## src/rtl/ups_ad.sv

```systemverilog
// Dual AD7476-style serial ADC reader: one shared sclk/cs_n frame captures both channels
// and presents the results as dv/data pairs shaped like the DAC writer's inputs.
module ups_ad #(
  parameter int unsigned SCLK_HALF  = 4,
  parameter int unsigned FRAME_BITS = 16,
  parameter int unsigned DATA_W     = 12,
  parameter int unsigned QUIET_CYC  = 8
) (
  input  logic              clk,
  input  logic              rst_n,
  input  logic              start,
  output logic              busy,
  output logic              sclk,
  output logic              cs_n,
  input  logic              din0,
  input  logic              din1,
  output logic              dv0,
  output logic [DATA_W-1:0] data0,
  output logic              dv1,
  output logic [DATA_W-1:0] data1,
  output logic              err
);

  localparam logic [2:0] IDLE     = 3'd0;
  localparam logic [2:0] CS_SETUP = 3'd1;
  localparam logic [2:0] SHIFT    = 3'd2;
  localparam logic [2:0] DONE     = 3'd3;
  localparam logic [2:0] QUIET    = 3'd4;

  localparam int unsigned CNT_MAX = (SCLK_HALF > QUIET_CYC) ? SCLK_HALF : QUIET_CYC;
  localparam int unsigned CNT_W   = (CNT_MAX > 1) ? $clog2(CNT_MAX) : 1;
  localparam int unsigned BIT_W   = $clog2(FRAME_BITS + 1);

  localparam logic [CNT_W-1:0] HALF_LOAD  = CNT_W'(SCLK_HALF - 1);
  localparam logic [CNT_W-1:0] QUIET_LOAD = CNT_W'(QUIET_CYC - 1);
  // Leading (must-be-zero) bit positions of a completed frame.
  localparam logic [FRAME_BITS-1:0] LEAD_MASK = {FRAME_BITS{1'b1}} << DATA_W;

  logic [2:0]            state_q, state_d;
  logic [CNT_W-1:0]      cnt_q, cnt_d;
  logic [BIT_W-1:0]      bits_q, bits_d;
  logic [FRAME_BITS-1:0] sr0_q, sr0_d;
  logic [FRAME_BITS-1:0] sr1_q, sr1_d;
  logic                  sclk_q, sclk_d;
  logic                  cs_n_q, cs_n_d;
  logic                  busy_q, busy_d;
  logic                  dv_q, dv_d;
  logic                  err_q, err_d;
  logic [DATA_W-1:0]     data0_q, data0_d;
  logic [DATA_W-1:0]     data1_q, data1_d;

  always_comb begin
    state_d = state_q;
    cnt_d   = cnt_q;
    bits_d  = bits_q;
    sr0_d   = sr0_q;
    sr1_d   = sr1_q;
    sclk_d  = sclk_q;
    dv_d    = 1'b0;
    err_d   = 1'b0;
    data0_d = data0_q;
    data1_d = data1_q;

    case (state_q)
      IDLE: begin
        sclk_d = 1'b1;
        if (start) begin
          state_d = CS_SETUP;
          cnt_d   = HALF_LOAD;
        end
      end
      CS_SETUP: begin
        if (cnt_q == '0) begin
          state_d = SHIFT;
          sclk_d  = 1'b0;
          cnt_d   = HALF_LOAD;
          bits_d  = BIT_W'(FRAME_BITS);
        end else begin
          cnt_d = cnt_q - CNT_W'(1);
        end
      end
      SHIFT: begin
        if (cnt_q != '0) begin
          cnt_d = cnt_q - CNT_W'(1);
        end else if (!sclk_q) begin
          // Rising sclk: the ADC data driven on the preceding fall is stable now.
          sclk_d = 1'b1;
          cnt_d  = HALF_LOAD;
          sr0_d  = {sr0_q[FRAME_BITS-2:0], din0};
          sr1_d  = {sr1_q[FRAME_BITS-2:0], din1};
          if (bits_q != '0) begin
            bits_d = bits_q - BIT_W'(1);
          end
        end else if (bits_q == '0) begin
          state_d = DONE;
        end else begin
          sclk_d = 1'b0;
          cnt_d  = HALF_LOAD;
        end
      end
      DONE: begin
        sclk_d  = 1'b1;
        dv_d    = 1'b1;
        data0_d = sr0_q[DATA_W-1:0];
        data1_d = sr1_q[DATA_W-1:0];
        err_d   = |((sr0_q | sr1_q) & LEAD_MASK);
        state_d = QUIET;
        cnt_d   = QUIET_LOAD;
      end
      QUIET: begin
        sclk_d = 1'b1;
        if (cnt_q == '0) begin
          state_d = IDLE;
        end else begin
          cnt_d = cnt_q - CNT_W'(1);
        end
      end
      default: begin
        state_d = IDLE;
        sclk_d  = 1'b1;
        cnt_d   = '0;
        bits_d  = '0;
      end
    endcase

    cs_n_d = !((state_d == CS_SETUP) || (state_d == SHIFT));
    busy_d = (state_d != IDLE);
  end

  always_ff @(posedge clk or negedge rst_n) begin
    if (!rst_n) begin
      state_q <= IDLE;
      cnt_q   <= '0;
      bits_q  <= '0;
      sr0_q   <= '0;
      sr1_q   <= '0;
      sclk_q  <= 1'b1;
      cs_n_q  <= 1'b1;
      busy_q  <= 1'b0;
      dv_q    <= 1'b0;
      err_q   <= 1'b0;
      data0_q <= '0;
      data1_q <= '0;
    end else begin
      state_q <= state_d;
      cnt_q   <= cnt_d;
      bits_q  <= bits_d;
      sr0_q   <= sr0_d;
      sr1_q   <= sr1_d;
      sclk_q  <= sclk_d;
      cs_n_q  <= cs_n_d;
      busy_q  <= busy_d;
      dv_q    <= dv_d;
      err_q   <= err_d;
      data0_q <= data0_d;
      data1_q <= data1_d;
    end
  end

  assign busy  = busy_q;
  assign sclk  = sclk_q;
  assign cs_n  = cs_n_q;
  assign dv0   = dv_q;
  assign dv1   = dv_q;
  assign data0 = data0_q;
  assign data1 = data1_q;
  assign err   = err_q;

endmodule

```

## config.mk

```make
export PLATFORM = sky130hd
export DESIGN_NAME = ups_ad
export DESIGN_NICKNAME = d
export VERILOG_FILES = /design/src/rtl/ups_ad.sv
export SDC_FILE = /design/constraint.sdc
export NUM_CORES = 1
export LEC_CHECK = 0
export BUFFER_PORTS_ARGS = -buffer_cell sky130_fd_sc_hd__buf_2
export CAP_MARGIN = 30
export CORE_ASPECT_RATIO = 1.25
export CORE_MARGIN = 2
export CORE_UTILIZATION = 48
export DETAILED_ROUTE_END_ITERATION = 7
export PLACE_DENSITY = 0.66
export SETUP_SLACK_MARGIN = 0.3
export SLEW_MARGIN = 10
export SYNTH_ARGS = -nofsm -noshare
export SYNTH_HDL_FRONTEND = slang
export SYNTH_SLANG_ARGS = --single-unit
```

## constraint.sdc

```tcl
create_clock -name clk -period 2 [get_ports clk]
set_input_delay 0.1 -clock clk [delete_from_list [all_inputs] [get_ports clk]]
set_output_delay 0.1 -clock clk [all_outputs]
set_load 0.005 [all_outputs]
```

After elaboration in Yosys (flattened, before gate mapping)
Cells that the tools add are included.
- flip-flop bits (word level): 72
- input bits: 5
- output and inout port bits: 30
- word-level logic and storage cells: 71
- $add $sub $neg: 2
- equality and inequality tests: 13
- multiplexer cells: 26
- bitwise operators: 4
- reductions and logical operators: 14
- operators with widths (operator ; number):
    3-bit two-way mux ; 12
    3-bit case mux with 5 select lines ; 2
    5-bit two-way mux ; 4
    16-bit OR ; 1
    5-bit case mux with 3 select lines ; 1
    2-bit != test, second input constant ; 6
    3-bit by 2-bit equality test with 1-bit output, second input constant ; 3
    3-bit by 1-bit equality test with 1-bit output, second input constant ; 2
    3-bit logical NOT ; 2
    1-bit two-way mux ; 6
    3-bit AND reduction ; 2
    3-bit nonzero test ; 2
    5-bit logical NOT ; 1
    5-bit AND reduction ; 1
    5-bit nonzero test ; 1
    5-bit by 1-bit subtractor with 5-bit output, second input constant ; 1
    4-bit != test, second input constant ; 1
    4-bit OR reduction ; 1
    3-bit equality test, second input constant ; 1
    1-bit NOT ; 3
    3-bit OR reduction ; 1
    3-bit by 1-bit subtractor with 3-bit output, second input constant ; 1
    1-bit case mux with 2 select lines ; 1
    2-bit AND reduction ; 1
    other kinds (2) ; 2

Longest topological paths before layout
Gate-level depths: netlist (run 1).
- depth after elaboration: 8
- gate-level depth with buffers: 8
- gate-level depth less buffers: 6

Worst setup path before layout (run 1)
OpenSTA, ideal clock, no wires.
- path kind: register to register
- from: register bits_q[0]
- to: register bits_q[0]
- library setup time: 0.125 ns
- arrival time: 1.801 ns
- required time: 1.875 ns
- setup slack: 0.074 ns
- cell stages (with the launch flop): 7
- path buffers: 0
- clock period less this slack: 1.926 ns
- path through: dfrtp_1 -> inv_1 -> ha_1 -> or4b_4 -> a311oi_4 -> nor2_2 -> mux2_4
- cells in the longest elaborated chain, start to end: 5
- elaborated cells on any way between the ends: 8
- classes of those cells: add/sub (1); eq/ne (1); mux (4); reduce/logical (2)
- RTL lines (item ; RTL line ; source):
    start: declaration ; 41 ; logic [BIT_W-1:0] bits_q, bits_d;
    start signal: assignment ; 147 ; bits_q <= bits_d;
    5-bit by 1-bit subtractor with 5-bit output ; 92 ; bits_d = bits_q - BIT_W'(1);
    5-bit two-way mux ; 91 ; if (bits_q != '0) begin
    5-bit two-way mux ; 85 ; end else if (!sclk_q) begin
    5-bit two-way mux ; 83 ; if (cnt_q != '0) begin
    5-bit case mux with 3 select lines ; 64 ; case (state_q)
Parallel ways exist; a longest one is shown, timed or not. The select of a mux whose other input is x is not followed.
A chain may end at the register's enable or synchronous reset.

Worst setup path after layout (run 1)
- from: register bits_q[1]
- to: register bits_q[0]
- cells in the longest elaborated chain, start to end: 3
- RTL lines (item ; RTL line):
    5-bit nonzero test ; 91
    2-bit != test (no source line) ; n/a
    5-bit AND reduction (no source line) ; n/a
Every way passes these cells.

==> impl_metrics.py, run 1 <==
metrics = {
    "synth": {
        "synthFlopType": "dfrtp_1",
        "synth_area_sq_mm": 0.00309,
        "synth.top_cells.by_area": "dfrtp_1 (57%), mux2_2 (12%), nand2_1 (9.7%), dfstp_2 (1.7%), ha_1 (1.6%)",
        "synth_fp_nets": 283,
        "synth_top_cell_by_area": "dfrtp_1",
        "synth_edf_count": 0,
        "ys_async_sr_fraction_pct": 100,
        "ys_types": 47,
        "synth_seq_cells": 72,
        "yosys_warnings": 0,
        "yosysTopAreaCellShare_pct": 56.6,
        "synth.avg_cell_area_sq_um": 11.3,
        "yosysSeqAreaShare_pct": 58.3,
        "synth_cells": 274,
    },
    "critical_path": {
        "reg2regPathDepth": 7,
        "end_kind": "flip-flop",
        "path_max_fanout": 6,
        "start_kind": "flip-flop",
        "required_ns": 2.24,
        "reg2reg_slack_ns": 0.09,
        "reg2reg_from": "bits_q[1]",
        "cp_data_arrival_time_ns": 2.14,
        "critical_path_class": "flip-flop to flip-flop",
        "r2r-end": "bits_q[0]",
    },
    "sta": {
        "finalSetupTns_ns": 0,
        "holdWs_ns": 0.104,
        "grt_setup_unrepaired": "yes",
        "setup_viol": 0,
        "slew_headroom_pct": 75.1,
        "final_hold_viol_count": 0,
        "period_share_pct": 95.3,
        "final-max-slew-violation-count": 0,
        "worstMarginPinSlew_ns": 0.374,
        "skew_ns": 0.00500,
        "fmax_mhz": 525,
        "fin_crit_ns": 1.91,
    },
    "clock_network": {
        "cts_root_buffer": "clkbuf_8",
        "clk_latency_ns": 0.35,
        "cts_sinks": 72,
        "path_clk_slew_ns": 0.08,
        "cts-buffers-inserted": 9,
        "cts_tree": "yes",
        "cts.path.max_buffers": 2,
        "htreeDepth": 3,
    },
    "floorplan": {
        "ios": 35,
        "fp.dieW_um": 75.8,
        "die-area_sq_mm": 0.00711,
        "start_util_pct": 49.9,
        "die_h_um": 93.8,
        "core_sq_mm": 0.00621,
        "num_rows": 32,
    },
    "grt": {
        "grt_max_degree": 73,
        "antenna_found_initial": 0,
        "grt_pass1_wl_um": 10800,
        "grt_overflow": 0,
        "first_global_vias": 2155,
        "grt_use_total_pct": 20.6,
    },
    "route": {
        "firstDrtPassIters": 4,
        "antenna_left": 0,
        "drc": 0,
        "wl_per_cell_um": 14.9,
        "vias": 2140,
        "drt-vias-per-instance": 5.01,
        "initialDrtViolationCount": 172,
        "routed_wl_um": 6370,
    },
    "pwr": {
        "ir_worst_vdd_v": 0.000350,
        "pwr-share-comb_pct": 2.2,
        "power_density_mw_per_mm2": 693,
        "power.switching_mw": 0.625,
        "p_seq_share_pct": 52.2,
        "switching_share_pct": 22.1,
        "p_int_mw": 2.20,
        "clockPowerShare_pct": 45.6,
        "power.leakage_nw": 2.05,
        "finalPower_mw": 2.83,
    },
    "worst_hold_path": {
        "whs_path_depth": 4,
        "holdPathEnd": "cnt_q[2]",
        "hp-start": "start",
        "hold_path_class": "input port to flip-flop",
    },
    "outcome": {
        "status": "finished clean",
    },
    "cells_and_area": {
        "drive_above_1_share_pct": 40.4,
        "fillers": 463,
        "final_core_util_pct": 65.8,
        "fin_nets": 346,
        "area_growth_pct": 31.9,
        "antenna_cells": 0,
    },
    "placement": {
        "io_buffers": 34,
        "gp_congestion": 0.806,
        "dpl.hpwl_um": 3450,
    },
    "job": {
        "cap_violations": 0,
    },
}
## registers in the layout (all words and copies together), names as in the netlist
name	cells
sr0_q	16
sr1_q	16
data0	12
data1	12
bits_q	5
cnt_q	3
state_q	3
busy	1
cs_n	1
dv0	1
err	1
sclk	1
## cell type report
| type | instances | area (sq um) | area share, % |
|---|---|---|---|
| Sequential cell | 72 | 1800 | 44.2 |
| Multi-Input combinational cell | 180 | 1370 | 33.6 |
| Timing Repair Buffer | 66 | 547 | 13.4 |
| Clock buffer | 10 | 128 | 3.13 |
| Tap cell | 85 | 106 | 2.61 |
| Clock inverter | 6 | 92.6 | 2.27 |
| Inverter | 8 | 31.3 | 0.766 |
## power by group through the flow
stage / Combinational [mW] / Sequential, mW / Clock, mW
finish: 0.0622 / 1.48 / 1.29
global route: 0.0721 / 1.48 / 1.38
CTS: 0.0648 / 1.48 / 1.31
detailed placement: 0.0546 / 1.51 / 0
global placement: 0.0537 / 1.50 / 0
floorplan: 0.0151 / 1.50 / 0
## cells in the mapped netlist, types with 2 or more instances
cell / instances
o21ai_0: 4
nor2_1: 5
o2bb2ai_1: 2
clkbuf_1: 5
dfrtp_1: 70
nand2b_1: 4
nand3_1: 3
a31oi_1: 2
a21oi_1: 8
dfstp_2: 2
nor4_1: 2
mux2i_1: 2
mux2_2: 32
nor3b_1: 2
nand2_1: 80
ha_1: 4
o22ai_1: 2
or3b_2: 2
o31ai_1: 3
inv_1: 7
buf_2: 3
buf_4: 5
## how the worst max path moves through the flow
stage / startpoint / to / slack [ns]
global placement: bits_q[0] / bits_q[0] / 0.08
CTS: bits_q[1] / bits_q[0] / 0.07
finish: bits_q[1] / bits_q[0] / 0.09
detailed placement: bits_q[1] / bits_q[0] / 0.04
floorplan: bits_q[0] / bits_q[0] / 0.12
global route: bits_q[1] / bits_q[0] / 0.03
## routing by layer
layer | up-vias | wire length (um) | global-route usage [%]
li1 | 1050 | - | -
met1 | 1044 | 2890 | 27.7
met2 | 37 | 3170 | 30.9
met3 | 9 | 207 | 6.22
met4 | 0 | 106 | 7.89
met5 | - | 0 | 0
## through the flow
step | area, sq um | setup WS, ns | instances
floorplan | 3170 | 0.124 | 274
global placement | 3460 | 0.0805 | 389
detailed placement | 3460 | 0.0440 | 389
CTS | 4000 | 0.0650 | 421
global route | 4080 | 0.0299 | 427
finish | 4080 | 0.0943 | 427
## cell usage in the layout, fill, tap and decap left out, types with 4 or more instances in the layout
master,count
inv_2,4
nand2_1,78
buf_4,17
a21oi_1,8
buf_12,4
buf_2,34
clkbuf_8,9
nand2b_1,4
nor2_1,5
mux2_4,33
dfrtp_1,70
buf_6,5
## logic make-up after synthesis
| kind of cell | share of synthesized area (%) |
|---|---|
| adders and majority gates | 1.62 |
| muxes | 12.8 |
| xor gates and xnor gates | 0.283 |
| buffers and inverters | 3.40 |
| DFF | 58.3 |
| AOI/OAI and AO/OA | 6.75 |
| and+or+nand+nor | 16.9 |
## timing repair
item / in CTS / in global routing
hold buffers: 3 / 0
setup buffers: 10 / 6
resized for setup: 34 / 8
gates cloned: 3 / 0
hold endpoints to repair: 72 / 0
setup endpoints to repair: 42 / 55
pin swaps: 6 / 3
## critical path: stages, from the launching register on
cell      delay [ns]
dfrtp_1         0.41
inv_2           0.07
ha_1            0.12
or4b_4          0.48
a311oi_4        0.24
buf_6           0.16
nor2_2          0.04
mux2_4          0.29
(Power assumes the default switching activity.)
==> inputs of run 2 (changes only) <==
--- a/config.mk
+++ b/config.mk
@@ -7,12 +7,15 @@
 export LEC_CHECK = 0
 export BUFFER_PORTS_ARGS = -buffer_cell sky130_fd_sc_hd__buf_2
 export CAP_MARGIN = 30
+export CELL_PAD_IN_SITES_DETAIL_PLACEMENT = 0
+export CELL_PAD_IN_SITES_GLOBAL_PLACEMENT = 2
 export CORE_ASPECT_RATIO = 1.25
 export CORE_MARGIN = 2
-export CORE_UTILIZATION = 48
+export CORE_UTILIZATION = 34
 export DETAILED_ROUTE_END_ITERATION = 7
-export PLACE_DENSITY = 0.66
+export PLACE_DENSITY = 0.7
 export SETUP_SLACK_MARGIN = 0.3
+export SKIP_LAST_GASP = 1
 export SLEW_MARGIN = 10
 export SYNTH_ARGS = -nofsm -noshare
 export SYNTH_HDL_FRONTEND = slang
==> impl_metrics.py, run 2 (synthesis results as in run 1) <==
metrics = {
    "grt": {
        "grtUsageMet1_pct": 19.7,
        "use_met3_pct": 3.72,
        "grt_max_degree": 28,
        "grt_use_total_pct": 15.1,
        "grt_overflow": 0,
        "first_global_vias": 2342,
        "grt.met2_usage_pct": 24.3,
        "antenna_found_initial": 0,
        "grt_pass1_wl_um": 11600,
        "top_usage_layer": "met2",
    },
    "route": {
        "routed_wl_um": 6860,
        "antenna_left": 0,
        "drt-vias-per-instance": 4.81,
        "drc": 0,
        "wl_per_cell_um": 14.7,
        "initialDrtViolationCount": 94,
        "firstDrtPassIters": 4,
        "vias": 2252,
    },
    "clock_network": {
        "path_clk_slew_ns": 0.08,
        "clk_latency_ns": 0.34,
        "cts_sinks": 72,
        "cts.path.max_buffers": 2,
        "cts-buffers-inserted": 9,
        "cts_root_buffer": "clkbuf_8",
        "htreeDepth": 3,
        "cts_tree": "yes",
    },
    "cells_and_area": {
        "drive_above_1_share_pct": 42.5,
        "antenna_cells": 0,
        "area_growth_pct": 36.8,
        "fin_nets": 352,
        "layout.cells.most_common": "nand2_1",
        "reg.largest.list": "sr0_q (16), sr1_q (16)",
        "final_cell_mix": "nand2_1 (78), dfrtp_1 (69), buf_2 (34)",
    },
    "critical_path": {
        "cp.buffers_inverters": 2,
        "start_kind": "flip-flop",
        "reg2reg_from": "bits_q[1]",
        "required_ns": 2.23,
        "crit_family": "simple AND/OR/NAND/NOR gates",
        "critical_path_class": "flip-flop to flip-flop",
        "cpMaxStageDelayCell": "or4b_4",
        "reg2regPathDepth": 7,
        "max_stage_delay_ns": 0.49,
        "cp_data_arrival_time_ns": 2.15,
        "crit_cells": 7,
        "path_cells": "inv_2 -> ha_4 -> or4b_4 -> a311oi_4 -> buf_6 -> nor2_4 -> mux2_4",
        "end_kind": "flip-flop",
        "cp-startpoint": "bits_q[1]",
        "path_max_fanout": 6,
    },
    "sta": {
        "worstMarginPinSlew_ns": 0.629,
        "slew_headroom_pct": 58.1,
        "fmax_mhz": 520,
        "final_hold_viol_count": 0,
        "grt_setup_unrepaired": "yes",
        "skew_ns": 0.0115,
        "fin_crit_ns": 1.92,
        "final-max-slew-violation-count": 0,
        "setup_slack_ns": 0.0770,
        "period_share_pct": 96.2,
        "setup_viol": 0,
        "holdWs_ns": 0.108,
    },
    "pwr": {
        "finalPower_mw": 2.95,
        "power_density_mw_per_mm2": 696,
        "ir_worst_vdd_v": 0.000345,
        "power.leakage_nw": 2.11,
    },
    "floorplan": {
        "die_h_um": 111,
        "ios": 35,
        "die-area_sq_mm": 0.00988,
        "start_util_pct": 35.4,
        "num_rows": 38,
        "core_sq_mm": 0.00875,
        "fp.dieW_um": 89.3,
    },
    "worst_hold_path": {
        "hp-start": "start",
        "hold_path_class": "input port to flip-flop",
        "whs_path_depth": 4,
    },
    "placement": {
        "dpl.hpwl_um": 4050,
        "io_buffers": 34,
        "place_ws_ns": -0.0265,
        "gp_congestion": 0.746,
    },
    "job": {
        "cap_violations": 0,
    },
    "outcome": {
        "status": "finished clean",
    },
}
[run 2: worst min-delay path, delay by kind of cell]
kind / cells / cell delay [ns]
AO/OA/AOI/OAI: 1 / 0.05
buffers and inverters: 1 / 0.10
AND/OR/NAND/NOR: 2 / 0.15
[run 2: cell type report]
class | count | area [sq um]
Inverter | 8 | 32.5
Timing Repair Buffer | 72 | 592
Sequential cell | 72 | 1810
Multi-Input combinational cell | 180 | 1410
Tap cell | 120 | 150
Fill cell | 845 | 4510
Clock inverter | 6 | 115
Clock buffer | 10 | 128
[run 2: layer usage]
| metal | part of all wire (%) | wire (um) |
|---|---|---|
| met2 | 49 | 3380 |
| met1 | 47 | 3190 |
| met3 | 3.2 | 219 |
| met4 | 0.98 | 67 |
| met5 | 0 | 0 |
[run 2: where the power goes]
part / internal [mW] / switching (mW)
registers: 1.47 / 0.0106
clock network: 0.838 / 0.564
logic: 0.0312 / 0.0368
[run 2: worst paths after layout]
check	end	slack, ns
setup / recovery	bits_q[0]	0.08
hold / removal	cnt_q[2]	0.11
setup reg to reg	bits_q[0]	0.08
hold reg to reg	data1[11]	0.47
max in group asynchronous	state_q[1]	1.10
min in group asynchronous	data0[11]	0.32
[run 2: repair_timing]
item	in CTS	in global routing
setup buffers	17	3
resized for setup	40	11
pin swaps	11	5
hold buffers	3	0
gates cloned	3	0
endpoints found under the hold margin	22	0
endpoints found under the setup margin	61	47
[run 2: metrics by stage]
| stage | utilization, % | std cells | setup TNS, ns | cell area [sq um] |
|---|---|---|---|---|
| 2_1_floorplan | - | 274 | 0 | 3170 |
| 3_3_place_gp | 40.4 | 426 | 0 | 3540 |
| 3_5_place_dp | 40.4 | 426 | -0.0265 | 3540 |
| 4_1_cts | 47.6 | 465 | 0 | 4170 |
| 5_1_grt | 48.4 | 468 | 0 | 4230 |
| 6_report | 48.4 | 468 | 0 | 4230 |
==> inputs of run 3 (changes only) <==
--- a/config.mk
+++ b/config.mk
@@ -11,10 +11,12 @@
 export CELL_PAD_IN_SITES_GLOBAL_PLACEMENT = 2
 export CORE_ASPECT_RATIO = 1.25
 export CORE_MARGIN = 2
-export CORE_UTILIZATION = 34
+export CORE_UTILIZATION = 35
+export CTS_BUF_LIST = sky130_fd_sc_hd__clkbuf_8
 export DETAILED_ROUTE_END_ITERATION = 7
-export PLACE_DENSITY = 0.7
+export PLACE_DENSITY = 0.72
 export SETUP_SLACK_MARGIN = 0.3
+export SKIP_CTS_REPAIR_TIMING = 1
 export SKIP_LAST_GASP = 1
 export SLEW_MARGIN = 10
 export SYNTH_ARGS = -nofsm -noshare
==> impl_metrics.py, run 3 (synthesis results as in run 1) <==
metrics = {
    "grt": {
        "grt_use_total_pct": 13.9,
        "grt_pass1_wl_um": 10200,
        "first_global_vias": 2080,
        "antenna_found_initial": 0,
        "grt_max_degree": 52,
        "grt_overflow": 0,
    },
    "route": {
        "vias": 2149,
        "wl_per_cell_um": 14.4,
        "wl_met1_um": 3120,
        "drt-vias-per-instance": 4.72,
        "initialDrtViolationCount": 100,
        "antenna_left": 0,
        "drc": 0,
        "firstDrtPassIters": 4,
        "route.met3.wl_um": 173,
        "routed_wl_um": 6530,
        "wl_met2_um": 3060,
        "top_layer": "met4",
    },
    "clock_network": {
        "htreeDepth": 3,
        "cts_root_buffer": "clkbuf_8",
        "cts.path.max_buffers": 2,
        "cts-buffers-inserted": 9,
        "clk_latency_ns": 0.35,
        "cts_sinks": 72,
        "cts_tree": "yes",
        "path_clk_slew_ns": 0.07,
    },
    "sta": {
        "fmax_mhz": 503,
        "setup_viol": 0,
        "grt_setup_unrepaired": "yes",
        "fin_crit_ns": 1.99,
        "period_share_pct": 99.3,
        "holdWs_ns": 0.0692,
        "final_hold_viol_count": 0,
        "worstMarginPinSlew_ns": 0.537,
        "finalSetupTns_ns": 0,
        "final-max-slew-violation-count": 0,
        "skew_ns": 0.00959,
        "slew_headroom_pct": 64.2,
    },
    "floorplan": {
        "ios": 35,
        "die_h_um": 109,
        "start_util_pct": 35.8,
        "core_sq_mm": 0.00865,
        "die-area_sq_mm": 0.00961,
        "fp.dieW_um": 88.1,
        "num_rows": 38,
    },
    "cells_and_area": {
        "fin_nets": 340,
        "final_cell_mix": "nand2_1 (78), dfrtp_1 (70), buf_2 (34)",
        "antenna_cells": 0,
        "reg.largest.list": "sr0_q (16), sr1_q (16)",
        "drive_above_1_share_pct": 39.1,
        "finalInstanceArea_sq_mm": 0.00400,
        "layout.cells.most_common": "nand2_1",
        "final_core_util_pct": 46.2,
        "area_growth_pct": 29.3,
    },
    "pwr": {
        "ir_worst_vdd_v": 0.000276,
        "power.leakage_nw": 2.00,
        "p_seq_share_pct": 57.5,
        "switching_share_pct": 22.3,
        "pwr-share-comb_pct": 2.4,
        "p_int_mw": 2.00,
        "power.switching_mw": 0.574,
        "power_density_mw_per_mm2": 643,
        "clockPowerShare_pct": 40.1,
    },
    "critical_path": {
        "start_kind": "flip-flop",
        "path_max_fanout": 5,
        "reg2reg_from": "bits_q[0]",
        "cp-startpoint": "bits_q[0]",
        "required_ns": 2.23,
        "end_kind": "flip-flop",
        "critical_path_class": "flip-flop to flip-flop",
        "cp_data_arrival_time_ns": 2.22,
    },
    "job": {
        "cap_violations": 0,
    },
    "placement": {
        "dpl.hpwl_um": 3860,
        "gp_congestion": 0.712,
        "place_area_sq_mm": 0.00352,
        "io_buffers": 34,
    },
    "worst_hold_path": {
        "hold_path_class": "input port to flip-flop",
        "hp-start": "start",
    },
    "outcome": {
        "status": "finished clean",
    },
}
==> run 3: cell types whose count changed in the layout (fill, tap and decap cells not counted), moves of 2 or more <==
cell | previous run | this run
buf_4 | 23 | 16
buf_6 | 5 | 0
buf_16 | 3 | 0
bufinv_16 | 3 | 0
clkinv_2 | 0 | 3
clkbuf_16 | 0 | 2
clkbuf_8 | 9 | 11
inv_6 | 2 | 0
==> run 3: final cells by class <==
| class | instances | area (sq um) |
|---|---|---|
| clock buffers | 11 | 151 |
| repair buffers | 59 | 450 |
| multi-input cells | 181 | 1390 |
| flip-flops and latches | 72 | 1800 |
| well taps | 120 | 150 |
| clock inverters | 4 | 21.3 |
| fillers | 850 | 4650 |
| inverters | 8 | 31.3 |
==> run 3: path summary, 6_finish.rpt <==
kind	to	slack (ns)	cells past startpoint
min in group asynchronous	sr0_q[8]	0.28	2
worst max register to register	bits_q[0]	0.01	6
worst min register to register	data0[1]	0.47	2
max in group asynchronous	sr1_q[2]	1.07	3
worst max-delay path	bits_q[0]	0.01	6
worst min-delay path	cnt_q[2]	0.07	4
==> run 3: through the flow <==
step,power (mW),setup WS (ns),std cells
after floorplan,1.52,0.124,274
after global routing,2.68,-0.0300,455
after global placement,1.56,0.0635,425
after detailed placement,1.56,0.0424,425
final,2.57,0.0138,455
after CTS,2.61,0.0313,440
==> run 3: per-layer routing <==
layer | global-route usage, % | vias up
li1 | - | 1041
met1 | 19.0 | 1061
met2 | 20.5 | 34
met3 | 2.42 | 13
met4 | 8.44 | 0
met5 | 0 | -
==> run 3: worst max-delay path, stage by stage, from the launching register on <==
cell      delay (ns)
dfrtp_1         0.39
inv_2           0.09
ha_4            0.12
or4b_4          0.50
a311oi_4        0.40
nor2_2          0.08
mux2_4          0.30
==> run 3: power by group through the flow <==
stage          clock [mW]  combinational [mW]  sequential [mW]
6_report             1.03              0.0628             1.48
5_1_grt              1.13              0.0728             1.48
4_1_cts              1.07              0.0559             1.48
3_5_place_dp            0              0.0559             1.51
3_3_place_gp            0              0.0551             1.51
2_1_floorplan           0              0.0151             1.50
